$ cat config.mk
export PLATFORM = sky130hd
export DESIGN_NAME = nios_fprint_button_debounce_flat
export DESIGN_NICKNAME = d
export VERILOG_FILES = /design/src/rtl/nios_fprint_button_debounce_if.sv /design/src/rtl/nios_fprint_button_debounce.sv /design/src/flat_wrapper.sv
export SDC_FILE = /design/constraint.sdc
export NUM_CORES = 1
export LEC_CHECK = 0
export ABC_AREA = 0
export ABC_CLOCK_PERIOD_IN_PS = 2500
export BUFFER_PORTS_ARGS = -buffer_cell sky130_fd_sc_hd__buf_2
export CAP_MARGIN = 20
export CORE_MARGIN = 1
export CORE_UTILIZATION = 35
export CTS_CLUSTER_SIZE = 14
export DETAILED_ROUTE_END_ITERATION = 7
export HOLD_SLACK_MARGIN = 0.06
export PLACE_DENSITY = 0.55
export SYNTH_ARGS = -nofsm -noshare
export SYNTH_HDL_FRONTEND = slang
export SYNTH_SLANG_ARGS = --single-unit
$ cat constraint.sdc
create_clock -name clk -period 2.5 [get_ports clk]
set_clock_uncertainty 0.15 [all_clocks]
set_input_delay 0.5 -clock clk [delete_from_list [all_inputs] [get_ports clk]]
set_output_delay 0.5 -clock clk [all_outputs]
set_load 0.05 [all_outputs]
$ cat src/rtl/nios_fprint_button_debounce_if.sv
// Button pin bundle between the board pads and the debouncer.
// master drives the raw pins; slave returns clean levels and strobes.
interface nios_fprint_button_debounce_if #(
    parameter int WIDTH = 2
);
    logic [WIDTH-1:0] btn_raw;
    logic [WIDTH-1:0] btn_out;
    logic [WIDTH-1:0] press_pulse;
    logic [WIDTH-1:0] release_pulse;

    modport master (
        output btn_raw,
        input  btn_out,
        input  press_pulse,
        input  release_pulse
    );

    modport slave (
        input  btn_raw,
        output btn_out,
        output press_pulse,
        output release_pulse
    );
endinterface

$ cat src/rtl/nios_fprint_button_debounce.sv
// Per-bit synchroniser, stability counter and press/release strobes
// feeding the Nios button PIO (1 = pressed on every output).
module nios_fprint_button_debounce #(
    parameter int WIDTH           = 2,
    parameter int DEBOUNCE_CYCLES = 50000,
    parameter int INVERT          = 1
) (
    input logic                           clk,
    input logic                           reset_n,
    nios_fprint_button_debounce_if.slave  bus
);
    localparam int CNT_W = $clog2(DEBOUNCE_CYCLES + 1);
    localparam logic [CNT_W-1:0] CNT_MAX = CNT_W'(DEBOUNCE_CYCLES - 1);
    localparam logic [CNT_W-1:0] CNT_ONE = CNT_W'(1);
    localparam logic [WIDTH-1:0] IDLE_RAW =
        (INVERT != 0) ? {WIDTH{1'b1}} : {WIDTH{1'b0}};

    logic [WIDTH-1:0] r_s1;
    logic [WIDTH-1:0] r_s2;
    logic [WIDTH-1:0] r_stab;
    logic [WIDTH-1:0] r_press;
    logic [WIDTH-1:0] r_release;
    logic [CNT_W-1:0] r_cnt [WIDTH];
    logic [WIDTH-1:0] w_lvl;

    assign w_lvl = r_s2 ^ IDLE_RAW;

    // Reset loads the idle pin level so nothing looks pressed on exit.
    always_ff @(posedge clk) begin
        if (!reset_n) begin
            r_s1      <= IDLE_RAW;
            r_s2      <= IDLE_RAW;
            r_stab    <= '0;
            r_press   <= '0;
            r_release <= '0;
            for (int i = 0; i < WIDTH; i++) begin
                r_cnt[i] <= '0;
            end
        end else begin
            r_s1 <= bus.btn_raw;
            r_s2 <= r_s1;
            for (int i = 0; i < WIDTH; i++) begin
                r_press[i]   <= 1'b0;
                r_release[i] <= 1'b0;
                if (w_lvl[i] == r_stab[i]) begin
                    r_cnt[i] <= '0;
                end else if (r_cnt[i] == CNT_MAX) begin
                    r_stab[i]    <= w_lvl[i];
                    r_cnt[i]     <= '0;
                    r_press[i]   <= w_lvl[i];
                    r_release[i] <= ~w_lvl[i];
                end else begin
                    r_cnt[i] <= r_cnt[i] + CNT_ONE;
                end
            end
        end
    end

    assign bus.btn_out       = r_stab;
    assign bus.press_pulse   = r_press;
    assign bus.release_pulse = r_release;
endmodule

$ cat src/flat_wrapper.sv
// flat-port wrapper written by rule: the top's interface ports become plain ports
module nios_fprint_button_debounce_flat 
#(
    parameter int WIDTH           = 2,
    parameter int DEBOUNCE_CYCLES = 50000,
    parameter int INVERT          = 1
)
  (clk, reset_n, bus_btn_raw, bus_btn_out, bus_press_pulse, bus_release_pulse);
  nios_fprint_button_debounce_if #(.WIDTH(WIDTH)) bus_i ();
  input logic clk;
  input logic reset_n;
  input wire logic [$bits(bus_i.btn_raw)-1:0] bus_btn_raw;
  output wire logic [$bits(bus_i.btn_out)-1:0] bus_btn_out;
  output wire logic [$bits(bus_i.press_pulse)-1:0] bus_press_pulse;
  output wire logic [$bits(bus_i.release_pulse)-1:0] bus_release_pulse;
  assign bus_i.btn_raw = bus_btn_raw;
  assign bus_btn_out = bus_i.btn_out;
  assign bus_press_pulse = bus_i.press_pulse;
  assign bus_release_pulse = bus_i.release_pulse;
  nios_fprint_button_debounce #(.WIDTH(WIDTH), .DEBOUNCE_CYCLES(DEBOUNCE_CYCLES), .INVERT(INVERT)) u_core (.clk(clk), .reset_n(reset_n), .bus(bus_i));
endmodule
# Yosys cells after proc, flatten, opt, wreduce, memory -nomap -nowiden
# Memories as Yosys holds them, arrays and structs flattened.
# Cells that the tools add are included.
word_totals:
  register_bits: 10
  mem_bits_rw: 32
  inputBits: 4
  out_inout_bits: 6
  wordCells: 62
  n_memories: 1
memory_table:
  columns: ["name", "words", "word_bits", "rd", "rd_clocked_by_memory_dff", "wr", "line_no", "rtl"]
  rows:
  - ["u_core.r_cnt", 2, 16, 2, 0, 2, "nios_fprint_button_debounce.sv:23", "logic [CNT_W-1:0] r_cnt [WIDTH];"]
classes:
  add_sub_neg: 2
  eq_ne: 4
  muxes: 29
  bitwise_logic: 14
  reduce_logical: 4
op_table:
  columns: ["op", "count"]
  rows:
  - ["16-bit 2-to-1 mux", 6]
  - ["16-bit by 1-bit adder with 16-bit output (second input constant)", 2]
  - ["16-bit == test (second input constant)", 2]
  - ["1-bit 2-to-1 mux", 23]
  - ["1-bit inverter", 7]
  - ["1-bit OR", 6]
  - ["3-bit OR reduction", 2]
  - ["2-bit AND reduction", 2]
  - ["1-bit == test", 2]
  - ["2-bit inverter", 1]

# Longest topological paths before layout
# Gate-level depths: netlist of the first run.
logic_depth:
  ltp_word: 8
  mapped_depth: 6
  ltp_nobuf: 5

# Worst setup path before layout of the first run
# OpenSTA, ideal clock, no wires.
synth_path:
  path_type: "register to register"
  from: "memory u_core.r_cnt[1][0] (netlist bit)"
  to: "memory u_core.r_cnt[1][10] (netlist bit) (data pin)"
  setup_ps: 257
  arrival_ps: 1485
  t_required_ps: 2093
  path_slack_ps: 609
  stages_incl_launch_ff: 7
  n_path_buf: 1
  period_less_slack_ps: 1891
  cell_sequence: "edfxtp_1 -> ha_1 -> nand3_1 -> nand4b_1 -> nand3_1 -> buf_2 -> nor2_1"
synth_lines:
  columns: ["element", "line_no"]
  rows:
  - ["start: declaration", "nios_fprint_button_debounce.sv:23"]

==> impl_metrics.json, run 1 <==
{
  "outcome": "finished clean",
  "finalWeightedCongestion": 0.804,
  "die_w_um": 78.9,
  "cts_root_buffer": "clkbuf_8",
  "async_reset_ff_frac": 0,
  "remaining_drc_errors": 0,
  "drtAntennaViolNets": 0,
  "drive_above_1_share": 0.125,
  "io_buffer_count": 9,
  "htree_levels": 2,
  "synth-main-ff-cell": "edfxtp_1",
  "p_leak_nw": 0.872,
  "clock_path_buffers": 2,
  "synth-warning-count": 0,
  "syn_area_mm2": 0.00207,
  "slowest_delay_ns": 0.41,
  "worstSetupPathType": "reg2reg",
  "die_h_um": 78.9,
  "final-hold-violation-count": 0,
  "track_usage": 0.128,
  "avgSynthCellArea_um2": 10.8,
  "antenna_found_initial": 0,
  "cts.sink_count": 42,
  "drv_slew": 0,
  "drt_first_pass_iters": 4,
  "period_minus_slack_ns": 1.86,
  "irDropWorstVdd_mv": 0.350,
  "startpoint_type": "register",
  "die_area_mm2": 0.00623,
  "post_cts_buffers": 0,
  "cts_buffers": 5,
  "first_iter_violations": 79,
  "postCtsHoldBufs": 0,
  "synth-edff-count": 32,
  "layout_commonest_cell": "nor2_1",
  "routed_via_density": 4.47,
  "worstPathArrival_ns": 1.77,
  "slowest_stage": "edfxtp_1",
  "stdcell_count": 312,
  "post-dp-hpwl_mm": 2.44,
  "n_fill_cell": 561,
  "place_inst": 304,
  "min-delay-path-class": "in2reg",
  "finalSetupViolations": 0,
  "gr-total-overflow": 0,
  "crit_required_ns": 2.40,
  "start_util": 0.369,
  "routed_wl_mm": 3.39,
  "final_core_util": 0.439,
  "final_cell_mix": "39 x nor2_1, 32 x edfxtp_1, 32 x conb_1",
  "path_cells": "ha_1 -> nand3_1 -> buf_4 -> nor4_1 -> xnor2_1 -> nor2_1",
  "drv_cap": 0,
  "diodes": 0,
  "critical_path.max_fanout": 6,
  "cp-end-kind": "register",
  "ys_ff_latch": 42,
  "synthDistinctLibCells": 34,
  "syn_to_final_growth_pct": 18.7,
  "seq_area_frac_synth": 0.560,
  "rsz0062_at_grt": "no",
  "core.rowCount": 27,
  "final.period_utilization": 0.746,
  "wl_per_cell_um": 10.9,
  "vias": 1395,
  "clkTransAtPathRegs_ns": 0.09,
  "fmax_mhz": 536,
  "setup_tns_ns": 0,
  "grt_max_degree": 17,
  "netlist_instances": 191,
  "core_area_mm2": 0.00561,
  "power.density_mw_per_mm2": 581,
  "reg2reg_slack_ns": 0.64,
  "grt_pass1_vias": 1365,
  "pin_count": 10,
  "cts_tree": "built",
  "grt_pass1_wl_mm": 6.13,
  "cts_resized": 0,
  "final_nets": 245,
  "clk_latency_ns": 0.30
}
## power breakdown
part	internal (mW)	switching [mW]
Combinational	0.0260	0.0314
Sequential	0.775	0.0271
Clock	0.320	0.251
## sequential cells by signal (all words and copies together) (netlist names)
name / flops
u_core.bus.btn_out: 2
u_core.bus.press_pulse: 2
u_core.r_s1: 2
u_core.r_cnt: 32
u_core.r_s2: 2
u_core.bus.release_pulse: 2
## path summary, 6_finish.rpt
check | from | end | cells past startpoint
setup / recovery | u_core.r_cnt[1][0]$_SDFFCE_PN0P_ | u_core.r_cnt[1][14]$_SDFFCE_PN0P_ | 6
hold / removal | bus_btn_raw[0] | u_core.r_s1[0]$_SDFF_PN1_ | 2
setup reg to reg | u_core.r_cnt[1][0]$_SDFFCE_PN0P_ | u_core.r_cnt[1][14]$_SDFFCE_PN0P_ | 6
hold reg to reg | u_core.r_s1[0]$_SDFF_PN1_ | u_core.r_s2[0]$_SDFF_PN1_ | 1
## metal layers
metal | routed length [µm] | vias to the layer above | GRT usage
met5 | 0 | - | 0
met4 | 59 | 0 | 0.0600
met3 | 93 | 6 | 0.0379
met2 | 1500 | 13 | 0.202
met1 | 1740 | 636 | 0.161
li1 | - | 740 | -
## final cells by class
type,instances,area (µm²),share of cell area
Clock buffer,7,119,0.0483
Clock inverter,1,8.76,0.00356
Inverter,9,33.8,0.0137
Multi-Input combinational cell,168,972,0.395
Sequential cell,42,1160,0.472
Tap cell,72,90.1,0.0366
Timing Repair Buffer,13,75.1,0.0305
## cells in the mapped netlist, drive strengths merged, types with 3 or more instances
master,n,area share
and3,3,0.0097
buf,3,0.010
dfxtp,10,0.097
edfxtp,32,0.46
inv,9,0.016
nand2,8,0.014
nand2b,4,0.012
nand3,13,0.037
nand4,7,0.021
nor2,39,0.071
nor3,8,0.019
nor4,6,0.018
xnor2,24,0.10
xor2,5,0.021
## worst max-delay path: cells and delay by family, from the launching register on
family | cells | cell delay (ns)
simple gates | 3 | 0.50
flops | 1 | 0.41
fa+ha+maj | 1 | 0.20
buf+inv | 1 | 0.18
xor+xnor | 1 | 0.16
## logic make-up after synthesis
family	Yosys count	synth area share
AO/OA/AOI/OAI	6	0.0248
other	1	0.00181
buffers and inverters	12	0.0266
AND/OR/NAND/NOR	99	0.252
flip-flops	42	0.560
XOR/XNOR	29	0.123
adder cells (fa/ha/maj)	2	0.0121
## per-stage QoR
stage	worst slack, ns	total power, mW	hold WS (ns)	cell area (µm²)
finish	0.636	1.43	0.233	2460
global route	0.462	1.50	0.238	2460
global placement	0.632	0.874	0.238	2330
floorplan	0.609	0.856	0.236	2190
detailed placement	0.624	0.874	0.244	2330
CTS	0.606	1.45	0.225	2460
Power figures use the tool's default switching activity.
==> inputs of run 2 (changes only) <==
--- a/config.mk
+++ b/config.mk
@@ -6,7 +6,7 @@
 export NUM_CORES = 1
 export LEC_CHECK = 0
 export ABC_AREA = 0
-export ABC_CLOCK_PERIOD_IN_PS = 2500
+export ABC_CLOCK_PERIOD_IN_PS = 1800
 export BUFFER_PORTS_ARGS = -buffer_cell sky130_fd_sc_hd__buf_2
 export CAP_MARGIN = 20
 export CORE_MARGIN = 1
==> constraint.sdc (replaced) <==
create_clock -name clk -period 1.8 [get_ports clk]
set_clock_uncertainty 0.15 [all_clocks]
set_input_delay 0.36 -clock clk [delete_from_list [all_inputs] [get_ports clk]]
set_output_delay 0.36 -clock clk [all_outputs]
set_load 0.05 [all_outputs]
==> impl_metrics.json, run 2 (synthesis gave the netlist of run 1 again) <==
{
  "outcome": "complete, but fails checks",
  "violations": "setup timing",
  "routed_wl_mm": 4.10,
  "routed_via_density": 4.55,
  "io_buffer_count": 9,
  "largest_register_ff_count": 32,
  "antenna_found_initial": 0,
  "startpoint_type": "register",
  "cts_root_buffer": "clkbuf_8",
  "pin_count": 10,
  "cp-end-kind": "register",
  "die_w_um": 78.9,
  "wl_per_cell_um": 12.0,
  "cts_buffers": 5,
  "drv_cap": 0,
  "final_cell_mix": "32 x edfxtp_1, 32 x conb_1, 31 x buf_4",
  "crit_required_ns": 1.70,
  "min-delay-path-class": "in2reg",
  "final-hold-violation-count": 0,
  "remaining_drc_errors": 0,
  "critical_path.max_fanout": 8,
  "clock_path_buffers": 2,
  "whs_ns": 0.0866,
  "top_register": "u_core.r_cnt",
  "p_leak_nw": 1.04,
  "vias": 1557,
  "drt_first_pass_iters": 4,
  "gr-total-overflow": 0,
  "finalSetupViolations": 5,
  "core_area_mm2": 0.00561,
  "grt_max_degree": 17,
  "worst_slack_ns": -0.00484,
  "track_usage": 0.140,
  "clkTransAtPathRegs_ns": 0.09,
  "htree_levels": 2,
  "die_area_mm2": 0.00623,
  "drive_above_1_share": 0.333,
  "die_h_um": 78.9,
  "core.rowCount": 27,
  "worstSetupPathType": "reg2reg",
  "period_minus_slack_ns": 1.80,
  "rsz0062_at_grt": "yes",
  "postCtsHoldBufs": 0,
  "first_iter_violations": 83,
  "final_nets": 275,
  "reg2reg_slack_ns": -0.005,
  "grt_pass1_wl_mm": 6.68,
  "fmax_mhz": 554,
  "stdcell_count": 342,
  "post-dp-hpwl_mm": 2.84,
  "irDropWorstVdd_mv": 0.332,
  "final.period_utilization": 1.00,
  "place_inst": 326,
  "power.density_mw_per_mm2": 668,
  "start_util": 0.369,
  "cts_tree": "built",
  "diodes": 0,
  "syn_to_final_growth_pct": 40.0,
  "cts.sink_count": 42,
  "worstPathArrival_ns": 1.70,
  "grt_pass1_vias": 1460,
  "drtAntennaViolNets": 0,
  "clk_latency_ns": 0.29,
  "finalWeightedCongestion": 0.747,
  "drv_slew": 0
}
[run 2: per-layer routing]
metal | vias to the layer above | track usage | routed length (µm)
met4 | 0 | 0.0545 | 57
li1 | 802 | - | -
met3 | 8 | 0.0345 | 87
met2 | 17 | 0.241 | 2040
met5 | - | 0 | 0
met1 | 730 | 0.167 | 1910
[run 2: worst paths after layout]
check	start	endpoint	cells after the start
worst max-delay path	u_core.r_cnt[1][0]$_SDFFCE_PN0P_	u_core.r_cnt[1][15]$_SDFFCE_PN0P_	6
worst min-delay path	bus_btn_raw[1]	u_core.r_s1[1]$_SDFF_PN1_	2
worst max register to register	u_core.r_cnt[1][0]$_SDFFCE_PN0P_	u_core.r_cnt[1][15]$_SDFFCE_PN0P_	6
worst min register to register	u_core.r_s1[0]$_SDFF_PN1_	u_core.r_s2[0]$_SDFF_PN1_	1
[run 2: worst max-delay path: stages, from the launching register on]
cell,delay [ns]
edfxtp_1,0.44
ha_4,0.18
nand3_4,0.10
nand4b_1,0.26
nand3_2,0.18
clkbuf_16,0.21
nor2_4,0.03
[run 2: area by class of cell]
class                   count  area (µm²)
clock inverters             2        10.0
flip-flops and latches     42        1160
clock buffers               6        93.8
inverters                   9        33.8
repair buffers             43         343
well taps                  72        90.1
multi-input cells         168        1170
fillers                   529        2710
[run 2: power by group]
group	switching, mW	internal [mW]
combinational	0.0764	0.0691
sequential	0.0309	1.08
clock	0.334	0.353
total	0.441	1.50
[run 2: through the flow]
step | TNS [ns] | instance area (µm²) | setup WS, ns | power [mW] | util
final | -0.0110 | 2900 | -0.00484 | 1.94 | 0.517
after global routing | -0.804 | 2900 | -0.0896 | 2.02 | 0.517
after CTS | 0 | 2640 | 0.0113 | 1.93 | 0.471
after detailed placement | -0.0110 | 2530 | -0.0110 | 1.24 | 0.452
after global placement | 0 | 2530 | 0.0145 | 1.24 | 0.452
after floorplan | 0 | 2200 | 0.0105 | 1.19 | -
[run 2: what timing repair did]
item / 4_1_cts / 5_1_grt
pin swaps: 1 / 20
resized for setup: 1 / 43
endpoints found under the setup margin: 3 / 36
buffers inserted: 0 / 7
hold endpoints to repair: 0 / 0
cloned: 0 / 1
==> inputs of run 3 (changes only) <==
--- a/config.mk
+++ b/config.mk
@@ -6,7 +6,7 @@
 export NUM_CORES = 1
 export LEC_CHECK = 0
 export ABC_AREA = 0
-export ABC_CLOCK_PERIOD_IN_PS = 1800
+export ABC_CLOCK_PERIOD_IN_PS = 2100
 export BUFFER_PORTS_ARGS = -buffer_cell sky130_fd_sc_hd__buf_2
 export CAP_MARGIN = 20
 export CORE_MARGIN = 1
==> constraint.sdc (replaced) <==
create_clock -name clk -period 2.1 [get_ports clk]
set_clock_uncertainty 0.15 [all_clocks]
set_input_delay 0.42 -clock clk [delete_from_list [all_inputs] [get_ports clk]]
set_output_delay 0.42 -clock clk [all_outputs]
set_load 0.05 [all_outputs]
==> impl_metrics.json, run 3 (synthesis gave the netlist of run 1 again) <==
{
  "drv_slew": 0,
  "p_total_mw": 1.63,
  "start_util": 0.369,
  "htree_levels": 2,
  "worstPathArrival_ns": 1.77,
  "final_cell_area_mm2": 0.00247,
  "gr-total-overflow": 0,
  "power.density_mw_per_mm2": 660,
  "worstSetupPathType": "reg2reg",
  "antenna_found_initial": 0,
  "path_buf_inv": 1,
  "slowest_delay_ns": 0.38,
  "syn_to_final_growth_pct": 19.1,
  "n_fill_cell": 561,
  "startpoint": "u_core.r_cnt[1][1]$_SDFFCE_PN0P_",
  "startpoint_type": "register",
  "irDropWorstVdd_mv": 0.305,
  "drive_above_1_share": 0.132,
  "track_usage": 0.122,
  "postCtsHoldBufs": 0,
  "endpoint": "u_core.r_cnt[1][2]$_SDFFCE_PN0P_",
  "cts_buffers": 5,
  "grt_pass1_wl_mm": 5.82,
  "drtAntennaViolNets": 0,
  "path_cells": "ha_1 -> nand3_1 -> nand4b_1 -> nand3_1 -> buf_12 -> nor2_1",
  "pin_count": 10,
  "final-hold-violation-count": 0,
  "p_leak_nw": 0.880,
  "cp_common_cell": "nand3_1",
  "period_minus_slack_ns": 1.87,
  "clk_latency_ns": 0.29,
  "reg2regPathDepth": 6,
  "cts_resized": 0,
  "largest_register_ff_count": 32,
  "post-dp-hpwl_mm": 2.43,
  "outcome": "finished clean",
  "multiInputGateArea_um2": 972,
  "wl_per_cell_um": 10.5,
  "rsz0062_at_grt": "no",
  "reg2reg_to": "u_core.r_cnt[1][2]$_SDFFCE_PN0P_",
  "cts_root_buffer": "clkbuf_8",
  "drv_cap": 0,
  "die_h_um": 78.9,
  "first_iter_violations": 33,
  "post_cts_buffers": 0,
  "cts_tree": "built",
  "vias": 1383,
  "drt_first_pass_iters": 6,
  "place_area_mm2": 0.00236,
  "reg2reg_slack_ns": 0.23,
  "final.period_utilization": 0.891,
  "routed_wl_mm": 3.30,
  "min-delay-path-class": "in2reg",
  "remaining_drc_errors": 0,
  "finalSetupViolations": 0,
  "r2r_start": "u_core.r_cnt[1][1]$_SDFFCE_PN0P_",
  "routed_via_density": 4.40,
  "die_w_um": 78.9,
  "clock_path_buffers": 2,
  "diodes": 0,
  "cp-end-kind": "register",
  "top_register": "u_core.r_cnt",
  "core_area_mm2": 0.00561,
  "io_buffer_count": 9,
  "slowest_stage": "edfxtp_1",
  "grt_pass1_vias": 1254,
  "die_area_mm2": 0.00623,
  "critical_path.max_fanout": 16,
  "cts.sink_count": 42,
  "final_cell_mix": "39 x nor2_1, 32 x edfxtp_1, 32 x conb_1",
  "setup_tns_ns": 0,
  "final_nets": 247,
  "path_delay_family": "simple AND/OR/NAND/NOR gates",
  "seqCellArea_mm2": 0.00116,
  "grt_max_degree": 17,
  "fmax_mhz": 534,
  "finalWeightedCongestion": 0.787,
  "cp_num_cells": 6,
  "hp-start": "bus_btn_raw[1]",
  "layout_commonest_cell": "nor2_1",
  "clkTransAtPathRegs_ns": 0.09,
  "crit_required_ns": 2.00,
  "core.rowCount": 27
}
==> run 3: cell count changes in the layout (fill, tap and decap cells not counted), sizes merged <==
cell	previous run	this run
buf	42	15
clkbuf	7	6
inv	9	10
clkinv	2	1
==> run 3: power breakdown <==
| group | switching [mW] | internal [mW] |
|---|---|---|
| clock | 0.295 | 0.309 |
| sequential | 0.0319 | 0.922 |
| combinational | 0.0374 | 0.0335 |
==> run 3: layout make-up <==
type,count,share of cell area
clock inverter,2,0.00558
tap,72,0.0365
timing repair buffer,15,0.0416
sequential,42,0.471
clock buffer,6,0.0380
inverter,9,0.0137
multi-input combinational,168,0.394
==> run 3: worst min-delay path by stage <==
stage                                 to  slack [ns]  cells after the start
2_1_floorplan  u_core.r_s2[0]$_SDFF_PN1_        0.24                      1
3_3_place_gp   u_core.r_s2[1]$_SDFF_PN1_        0.24                      1
3_5_place_dp   u_core.r_s2[1]$_SDFF_PN1_        0.24                      1
4_1_cts        u_core.r_s1[1]$_SDFF_PN1_        0.14                      2
5_1_grt        u_core.r_s1[1]$_SDFF_PN1_        0.15                      2
6_report       u_core.r_s1[1]$_SDFF_PN1_        0.15                      2
==> run 3: stage by stage <==
step	std cells	utilization	hold slack, ns	setup slack, ns
final	314	0.440	0.147	0.229
after global placement	306	0.421	0.243	0.254
after CTS	314	0.440	0.138	0.196
after detailed placement	306	0.421	0.244	0.228
after global routing	314	0.440	0.149	0.0680
after floorplan	222	-	0.236	0.209
==> run 3: metal layers <==
layer	track usage	share of wire	routed length, µm	vias to the layer above
li1	-	-	-	743
met1	0.174	0.54	1780	626
met2	0.170	0.42	1380	9
met3	0.0345	0.024	80	5
met4	0.0545	0.017	56	0
met5	0	0	0	-
